File: src/rtl/qam16_slicer_pack.sv
// QAM-16 hard-decision slicer: Gray-codes each corrected I/Q sample, packs symbol
// pairs into bytes and queues them in a small first-word fall-through byte FIFO.
module qam16_slicer_pack #(
    parameter int width = 16,
    parameter int THR   = 4096,
    parameter int DEPTH = 4
) (
    input  logic                       clk,
    input  logic                       rst,
    input  logic                       start,
    input  logic                       in_valid,
    input  logic signed [width-1:0]    x_in,
    input  logic signed [width-1:0]    y_in,
    output logic [3:0]                 sym,
    output logic                       sym_valid,
    output logic [7:0]                 byte_data,
    output logic                       byte_valid,
    input  logic                       byte_ready,
    output logic [$clog2(DEPTH):0]     fifo_count,
    output logic                       overflow,
    input  logic                       clr_ovf
);

    localparam int AW = $clog2(DEPTH);
    localparam logic [AW:0] FULL_COUNT = (AW + 1)'(DEPTH);

    typedef enum logic {
        PH_HIGH,
        PH_LOW
    } phase_t;

    phase_t          state_q, state_d;
    logic [3:0]      hold_q, hold_d;
    logic [3:0]      sym_q, sym_d;
    logic            sym_valid_q, sym_valid_d;
    logic [AW-1:0]   wr_q, wr_d;
    logic [AW-1:0]   rd_q, rd_d;
    logic [AW:0]     count_q, count_d;
    logic            ovf_q, ovf_d;
    logic [7:0]      mem_q [DEPTH];

    logic            accept;
    logic            push;
    logic            pop;
    logic            full;
    logic            push_ok;
    logic            drop;
    logic [7:0]      push_byte;

    // Sign-extend by one bit so that -THR is representable for any legal THR.
    function automatic logic [1:0] slice_axis(input logic signed [width-1:0] v);
        logic signed [width:0] v_ext;
        logic signed [width:0] t_pos;
        logic signed [width:0] t_neg;
        v_ext = {v[width-1], v};
        t_pos = (width + 1)'(THR);
        t_neg = -t_pos;
        if (v_ext >= t_pos)
            return 2'b10;
        else if (v_ext >= 0)
            return 2'b11;
        else if (v_ext >= t_neg)
            return 2'b01;
        else
            return 2'b00;
    endfunction

    always_comb begin
        accept      = start && in_valid;
        sym_d       = accept ? {slice_axis(x_in), slice_axis(y_in)} : sym_q;
        sym_valid_d = accept;

        state_d   = state_q;
        hold_d    = hold_q;
        push      = 1'b0;
        push_byte = {hold_q, sym_q};
        if (!start) begin
            state_d = PH_HIGH;
            hold_d  = '0;
        end else if (sym_valid_q) begin
            case (state_q)
                PH_HIGH: begin
                    hold_d  = sym_q;
                    state_d = PH_LOW;
                end
                PH_LOW: begin
                    push    = 1'b1;
                    state_d = PH_HIGH;
                end
                default: state_d = PH_HIGH;
            endcase
        end
    end

    // A full FIFO still accepts a push when the head leaves in the same cycle.
    always_comb begin
        pop     = (count_q != '0) && byte_ready;
        full    = (count_q == FULL_COUNT);
        push_ok = push && (!full || pop);
        drop    = push && full && !pop;

        wr_d = push_ok ? wr_q + 1'b1 : wr_q;
        rd_d = pop ? rd_q + 1'b1 : rd_q;

        count_d = count_q;
        case ({push_ok, pop})
            2'b10:   count_d = count_q + 1'b1;
            2'b01:   count_d = count_q - 1'b1;
            default: count_d = count_q;
        endcase

        if (drop)
            ovf_d = 1'b1;
        else if (clr_ovf)
            ovf_d = 1'b0;
        else
            ovf_d = ovf_q;
    end

    always_ff @(posedge clk) begin
        if (rst) begin
            state_q     <= PH_HIGH;
            hold_q      <= '0;
            sym_q       <= '0;
            sym_valid_q <= 1'b0;
            wr_q        <= '0;
            rd_q        <= '0;
            count_q     <= '0;
            ovf_q       <= 1'b0;
        end else begin
            state_q     <= state_d;
            hold_q      <= hold_d;
            sym_q       <= sym_d;
            sym_valid_q <= sym_valid_d;
            wr_q        <= wr_d;
            rd_q        <= rd_d;
            count_q     <= count_d;
            ovf_q       <= ovf_d;
        end
    end

    always_ff @(posedge clk) begin
        if (push_ok)
            mem_q[wr_q] <= push_byte;
    end

    assign sym        = sym_q;
    assign sym_valid  = sym_valid_q;
    assign byte_valid = (count_q != '0);
    assign byte_data  = (count_q != '0) ? mem_q[rd_q] : 8'h00;
    assign fifo_count = count_q;
    assign overflow   = ovf_q;

endmodule

File: config.mk
export PLATFORM = sky130hd
export DESIGN_NAME = qam16_slicer_pack
export DESIGN_NICKNAME = d
export VERILOG_FILES = /design/src/rtl/qam16_slicer_pack.sv
export SDC_FILE = /design/constraint.sdc
export NUM_CORES = 1
export LEC_CHECK = 0
export CORE_MARGIN = 10
export CORE_UTILIZATION = 50
export CTS_CLUSTER_DIAMETER = 40
export DETAILED_ROUTE_END_ITERATION = 8
export PLACE_DENSITY = 0.89
export RECOVER_POWER = 50
export REMOVE_ABC_BUFFERS = 1
export SETUP_SLACK_MARGIN = 0.02
export SYNTH_ARGS = -nofsm -noshare
export SYNTH_HDL_FRONTEND = slang
export SYNTH_SLANG_ARGS = --single-unit
export TNS_END_PERCENT = 100
File: constraint.sdc
create_clock -name clk -period 3.5 [get_ports clk]
set_input_delay 1.05 -clock clk [delete_from_list [all_inputs] [get_ports clk]]
set_output_delay 1.05 -clock clk [all_outputs]
set_load 0.02 [all_outputs]
# Word-level counts from Yosys, hierarchy flattened
# Memories as Yosys holds them, arrays and structs flattened. A register that Yosys moved wholly into a read port is not among the register bits.
# Cells that the tools add are included.
totals:
  register_bits: 18
  ramBits: 32
  inputBits: 38
  out_inout_bits: 18
  wordCells: 55
  mem_count: 1
classes:
  n_addsub: 4
  n_lt_le_gt_ge: 6
  n_eq_ne: 3
  mux: 18
  bitwise: 2
  reduce_logical: 13
mem_list:
  columns: ["name", "words", "width", "read_ports", "rd_clocked_by_memory_dff", "wr", "line_no", "source"]
  rows:
  - ["mem_q", 4, 8, 1, 1, 1, "40", "logic [7:0] mem_q [DEPTH];"]
op_table:
  columns: ["op", "n"]
  rows:
  - ["$ge 16x1->1 const B", 2]
  - ["$ge 16x13->1 const B", 2]
  - ["$ge 16x14->1 const B", 2]
  - ["$mux 2", 6]
  - ["$mux 1", 9]
  - ["$mux 8", 1]
  - ["$pmux 3 s2", 1]
  - ["$logic_and 1x1->1", 5]
  - ["$add 2x1->2 const B", 2]
  - ["$reduce_bool 2->1", 2]
  - ["$add 3x1->3 const B", 1]
  - ["$eq 3x3->1 const B", 1]
  - ["$reduce_bool 3->1", 1]
  - ["$sub 3x1->3 const B", 1]
  - ["$eq 2x1->1 const B", 1]
  - ["$eq 2x2->1 const B", 1]
  - ["$logic_not 1->1", 2]
  - ["$not 1->1", 2]
  - ["$pmux 1 s2", 1]
  - ["$reduce_and 2->1", 1]
  - ["$reduce_or 2->1", 1]
  - ["$logic_or 1x1->1", 1]

# Depth between registers and ports, before layout
depth:
  word_depth: 6
  mapped_depth: 6
  depth_no_buf: 6

# Least setup slack after synthesis
# No wires, ideal clock.
synth_timing:
  kind: "input-to-reg"
  startpoint: "input byte_ready"
  endpoint: "register count_q[2] (netlist: fifo_count[2])"
  setup_time_ps: 121
  t_arrival_ps: 2439
  t_required_ps: 3379
  slack_ps: 940
  path_stages: 5
  path_buffers: 0
  cell_sequence: "o31a_1 nand2_1 fa_1 o41a_1 mux2_4"
synth_between:
  elab_chain_cells: 5
  elab_cells_between_ends: 7
  cone_classes: "eq/ne: 2; mux: 1; reduce/logical: 4"
synth_lines:
  columns: ["element", "line_no", "source"]
  rows:
  - ["start: declaration", "18", "input logic byte_ready,"]
  - ["$logic_and 1x1->1 (*)", "97", "pop = (count_q != '0) && byte_ready;"]
  - ["$logic_or 1x1->1", "99", "push_ok = push && (!full || pop);"]
  - ["$logic_and 1x1->1", "99", null]
  - ["$eq 2x1->1 / $eq 2x2->1 (equally long branches)", "106", "case ({push_ok, pop})"]
  - ["$pmux 3 s2 / $reduce_bool 2->1 (equally long branches)", null, null]
  - ["end signal: assignment", "137", "count_q <= count_d;"]
  - ["end: declaration", "38", "logic [AW:0] count_q, count_d;"]
# Every way passes the cells marked *; elsewhere a longest branch is shown, timed or not.
# A chain may end at the register's enable or synchronous reset.

==> flow_summary.html <==
<table>
<tr><th>Metric</th><th>Value</th></tr>
<tr><th colspan="2">Final layout</th></tr>
<tr><td>Layout Nets</td><td>222</td></tr>
<tr><td>Area of all placed cells without fillers</td><td>0.00254 sq mm</td></tr>
<tr><td>Relative area change from synthesis to final layout</td><td>19.6%</td></tr>
<tr><td>Antenna diode count</td><td>0</td></tr>
<tr><td>Ratio of cells with drive above 1 in the final layout</td><td>9.44%</td></tr>
<tr><th colspan="2">Die</th></tr>
<tr><td># rows</td><td>23</td></tr>
<tr><td>Initial core utilization</td><td>52.4%</td></tr>
<tr><td>Die area</td><td>0.00726 sq mm</td></tr>
<tr><td>Total I/O pin count</td><td>56</td></tr>
<tr><td>Area of the core</td><td>0.00406 sq mm</td></tr>
<tr><td>Die Y</td><td>85.2 um</td></tr>
<tr><td>Die X</td><td>85.2 um</td></tr>
<tr><th colspan="2">STA</th></tr>
<tr><td>RSZ-0062 raised after global routing</td><td>false</td></tr>
<tr><td>Smallest hold slack</td><td>478 ps</td></tr>
<tr><td>Final critical delay including setup and external delays</td><td>3300 ps</td></tr>
<tr><td>Remaining max-slew budget at the tightest pin</td><td>54.7%</td></tr>
<tr><td>Final count of negative-setup-slack endpoints</td><td>0</td></tr>
<tr><td>Fmax achieved</td><td>303 MHz</td></tr>
<tr><td>Fin worst setup slack</td><td>199 ps</td></tr>
<tr><td>Total count of max-transition violations in the final report</td><td>0</td></tr>
<tr><td>Total negative slack</td><td>0 ps</td></tr>
<tr><td>Endpoints failing hold</td><td>0</td></tr>
<tr><td>Final clock skew</td><td>6.12 ps</td></tr>
<tr><td>Worst slew pin tran</td><td>670 ps</td></tr>
<tr><td>Fin crit share</td><td>94.3%</td></tr>
<tr><th colspan="2">Place</th></tr>
<tr><td>Port bufs</td><td>31</td></tr>
<tr><td>Worst slack at placement</td><td>232 ps</td></tr>
<tr><td>Total half-perimeter wirelength after legalization and detailed placement</td><td>2840 um</td></tr>
<tr><td>DP Area</td><td>0.00247 sq mm</td></tr>
<tr><td>Final Wtd Congestion</td><td>0.699</td></tr>
<tr><th colspan="2">Setup path</th></tr>
<tr><td>Data arrival time of the critical path</td><td>2250 ps</td></tr>
<tr><td>Type of element capturing the critical path</td><td>primary output</td></tr>
<tr><td>CP required</td><td>2450 ps</td></tr>
<tr><td>Reg-to-Reg Start</td><td>fifo_count[0]$_SDFFE_PP0P_</td></tr>
<tr><td>Kind of critical path</td><td>register to primary output</td></tr>
<tr><td>Max Fanout on Critical Path</td><td>8</td></tr>
<tr><td>Worst setup SP type</td><td>register</td></tr>
<tr><th colspan="2">CTS</th></tr>
<tr><td>Number of levels the H-tree was split into</td><td>2</td></tr>
<tr><td>Total CTS buffers</td><td>5</td></tr>
<tr><td>Maximum buffer depth of the clock tree</td><td>2</td></tr>
<tr><td>Clock latency of the later-clocked register in the worst-skew pair</td><td>300 ps</td></tr>
<tr><td>Post-cts repair resize count</td><td>0</td></tr>
<tr><td>Clk root buf</td><td>sky130_fd_sc_hd__clkbuf_8</td></tr>
<tr><td>Total number of clock tree sinks</td><td>52</td></tr>
<tr><td>Post-CTS setup buffer count</td><td>0</td></tr>
<tr><td>Number of buffers added to fix hold violations after cts</td><td>0</td></tr>
<tr><td>CTS tree</td><td>yes</td></tr>
<tr><td>Clock transition at path regs</td><td>80 ps</td></tr>
<tr><th colspan="2">Logic synthesis</th></tr>
<tr><td>Count of yosys warnings during synthesis</td><td>0</td></tr>
<tr><td>Average footprint of a synthesized cell</td><td>14.5 sq um</td></tr>
<tr><td>Top cells by area in the synthesized netlist</td><td>sky130_fd_sc_hd__edfxtp_1, sky130_fd_sc_hd__dfxtp_1, sky130_fd_sc_hd__mux4_2</td></tr>
<tr><td>Mapped cell area</td><td>0.00212 sq mm</td></tr>
<tr><td>Post-synth top area cell</td><td>sky130_fd_sc_hd__edfxtp_1</td></tr>
<tr><td>Seq/Total Area, Yosys</td><td>64.1%</td></tr>
<tr><td>Synthesized instance count</td><td>147</td></tr>
<tr><td>Distinct cells, synth</td><td>33</td></tr>
<tr><td>Share of Yosys cell area claimed by the top area cell type</td><td>45.2%</td></tr>
<tr><td>#FFs+latches synth</td><td>52</td></tr>
<tr><th colspan="2">Global route</th></tr>
<tr><td>Met1 Track Usage GR</td><td>12.4%</td></tr>
<tr><td>Number of global-route vias before repair</td><td>1325</td></tr>
<tr><td>Met2 GRT Util</td><td>19.0%</td></tr>
<tr><td>Overall global routing resource usage</td><td>11.2%</td></tr>
<tr><td>Routing layer with the top usage in global route</td><td>met2</td></tr>
<tr><td>Pin count of the biggest net entering global routing</td><td>19</td></tr>
<tr><td>Sum of overflow across all layers after global routing</td><td>0</td></tr>
<tr><td>Number of antenna violations at the first check in global routing</td><td>0</td></tr>
<tr><td>GR Layer Usage met3</td><td>3.73%</td></tr>
<tr><td>Global-route wire length before repair</td><td>6530 um</td></tr>
<tr><th colspan="2">Pwr</th></tr>
<tr><td>Peak supply drop</td><td>0.302 mV</td></tr>
<tr><td>Power Density</td><td>603 mW/mm^2</td></tr>
<tr><td>Internal power of the cells</td><td>1.05 mW</td></tr>
<tr><td>Psw</td><td>0.480 mW</td></tr>
<tr><td>Clk pwr share</td><td>20.9%</td></tr>
<tr><td>Power share of the sequential group</td><td>45.6%</td></tr>
<tr><td>Fraction of power spent switching nets</td><td>31.3%</td></tr>
<tr><td>Combinational Power Share</td><td>33.5%</td></tr>
<tr><td>Post-layout power</td><td>1.53 mW</td></tr>
<tr><td>Cell leakage power</td><td>0.845 nW</td></tr>
<tr><th colspan="2">Status</th></tr>
<tr><td>Run status</td><td>finished clean</td></tr>
<tr><th colspan="2">Drt</th></tr>
<tr><td># DRC</td><td>0</td></tr>
<tr><td>Post-DRT Antenna Nets</td><td>0</td></tr>
<tr><td>Detailed Route Iter0 Violations</td><td>106</td></tr>
<tr><td>WL per Instance</td><td>16.5 um</td></tr>
<tr><td>Total number of vias</td><td>1228</td></tr>
<tr><td>Overall routed net length</td><td>3800 um</td></tr>
<tr><td>First-pass iteration count of the detailed router</td><td>4</td></tr>
<tr><td>Avg Vias per Cell</td><td>5.34</td></tr>
<tr><th colspan="2">Min path</th></tr>
<tr><td>Hold Path Class</td><td>register to register</td></tr>
<tr><td>Hold wc startpoint</td><td>overflow$_SDFFE_PP0P_</td></tr>
<tr><th colspan="2">Flow run</th></tr>
<tr><td>Max_cap viols</td><td>0</td></tr>
</table>
[worst max-delay path: stages, from the launching register on]
cell and delay (ps):
sky130_fd_sc_hd__dfxtp_1 660, sky130_fd_sc_hd__mux4_2 580, sky130_fd_sc_hd__nor2b_1 140, sky130_fd_sc_hd__clkdlybuf4s50_1 570
[synthesized netlist by cell type]
library cell,number
sky130_fd_sc_hd__clkbuf_1,4
sky130_fd_sc_hd__edfxtp_1,32
sky130_fd_sc_hd__a211oi_1,2
sky130_fd_sc_hd__xor2_1,1
sky130_fd_sc_hd__dfxtp_1,20
sky130_fd_sc_hd__mux2_4,1
sky130_fd_sc_hd__mux2_1,2
sky130_fd_sc_hd__o21ai_1,1
sky130_fd_sc_hd__nand3_1,1
sky130_fd_sc_hd__nor4b_2,1
sky130_fd_sc_hd__xnor2_1,2
sky130_fd_sc_hd__or4_1,2
sky130_fd_sc_hd__a21boi_1,1
sky130_fd_sc_hd__inv_1,5
sky130_fd_sc_hd__nor3_2,1
sky130_fd_sc_hd__ha_1,4
sky130_fd_sc_hd__o41a_1,1
sky130_fd_sc_hd__and2b_1,1
sky130_fd_sc_hd__fa_1,1
sky130_fd_sc_hd__buf_2,1
sky130_fd_sc_hd__nand3_2,1
sky130_fd_sc_hd__nand2_1,3
sky130_fd_sc_hd__mux2i_1,4
sky130_fd_sc_hd__nand4_1,2
sky130_fd_sc_hd__a21oi_1,3
sky130_fd_sc_hd__o31a_1,1
sky130_fd_sc_hd__nor2_1,18
sky130_fd_sc_hd__nor2b_1,9
sky130_fd_sc_hd__and2_1,5
sky130_fd_sc_hd__nand2b_1,6
sky130_fd_sc_hd__a311oi_1,2
sky130_fd_sc_hd__buf_6,1
sky130_fd_sc_hd__mux4_2,8
[registers in the layout (all words and copies together) (netlist names), named ones only]
register	cells
hold_q	4
wr_q	2
overflow	1
rd_q	2
sym_valid	1
state_q	1
sym	4
mem_q	32
fifo_count	3
[per-layer routing]
layer	wire length [um]	part of all wire [%]	vias up
li1	-	-	597
met1	1500	40	588
met2	1980	52	39
met3	261	6.9	4
met4	53	1.4	0
met5	0	0	-
[path summary, 6_finish.rpt]
| check | end | slack [ps] | depth (start not counted) |
|---|---|---|---|
| setup / recovery | byte_data[6] | 200 | 3 |
| hold reg to reg | overflow$_SDFFE_PP0P_ | 480 | 2 |
| setup reg to reg | fifo_count[2]$_SDFFE_PP0P_ | 1400 | 5 |
| hold / removal | overflow$_SDFFE_PP0P_ | 480 | 2 |
[cell usage in the layout, fill, tap and decap left out, drive strengths merged, types with 3 or more instances in the layout]
cell type / n
nor2b: 9
mux2i: 4
dfxtp: 20
clkbuf: 7
and2: 5
nand2b: 6
inv: 5
clkdlybuf4s50: 26
a21oi: 3
mux4: 8
mux2: 3
nor2: 18
edfxtp: 32
ha: 4
dlygate4sd3: 5
nand2: 3
[cell families (layout without fill, tap and decap cells)]
family | count (synthesis) | in the layout | share of synthesized area (%)
compound gates | 11 | 11 | 3.77
xor+xnor | 3 | 3 | 1.24
fa+ha+maj | 5 | 5 | 3.30
buf+inv | 11 | 44 | 2.36
flops | 52 | 52 | 64.1
mux | 15 | 15 | 12.1
simple gates | 50 | 50 | 13.1
[per-stage QoR]
stage / instances / utilization, %
after floorplan: 141 / -
after global placement: 222 / 60.8
after detailed placement: 222 / 60.8
after CTS: 230 / 62.8
after global routing: 230 / 62.6
final: 230 / 62.6
[cell type report]
class,count,area (sq um)
clock buffers,7,76.3
clock inverters,1,5.00
fillers,290,1520
inverters,5,18.8
multi-input cells,84,707
flip-flops and latches,52,1360
well taps,50,62.6
repair buffers,31,310
[power groups by stage]
stage               logic [mW]  clock network, mW  registers (mW)
floorplan                0.265                  0           0.727
global placement         0.508                  0           0.711
detailed placement       0.527                  0           0.714
CTS                      0.528              0.328           0.700
global route             0.558              0.349           0.704
finish                   0.514              0.320           0.699
Note: power is estimated with default switching activity, not from simulation.
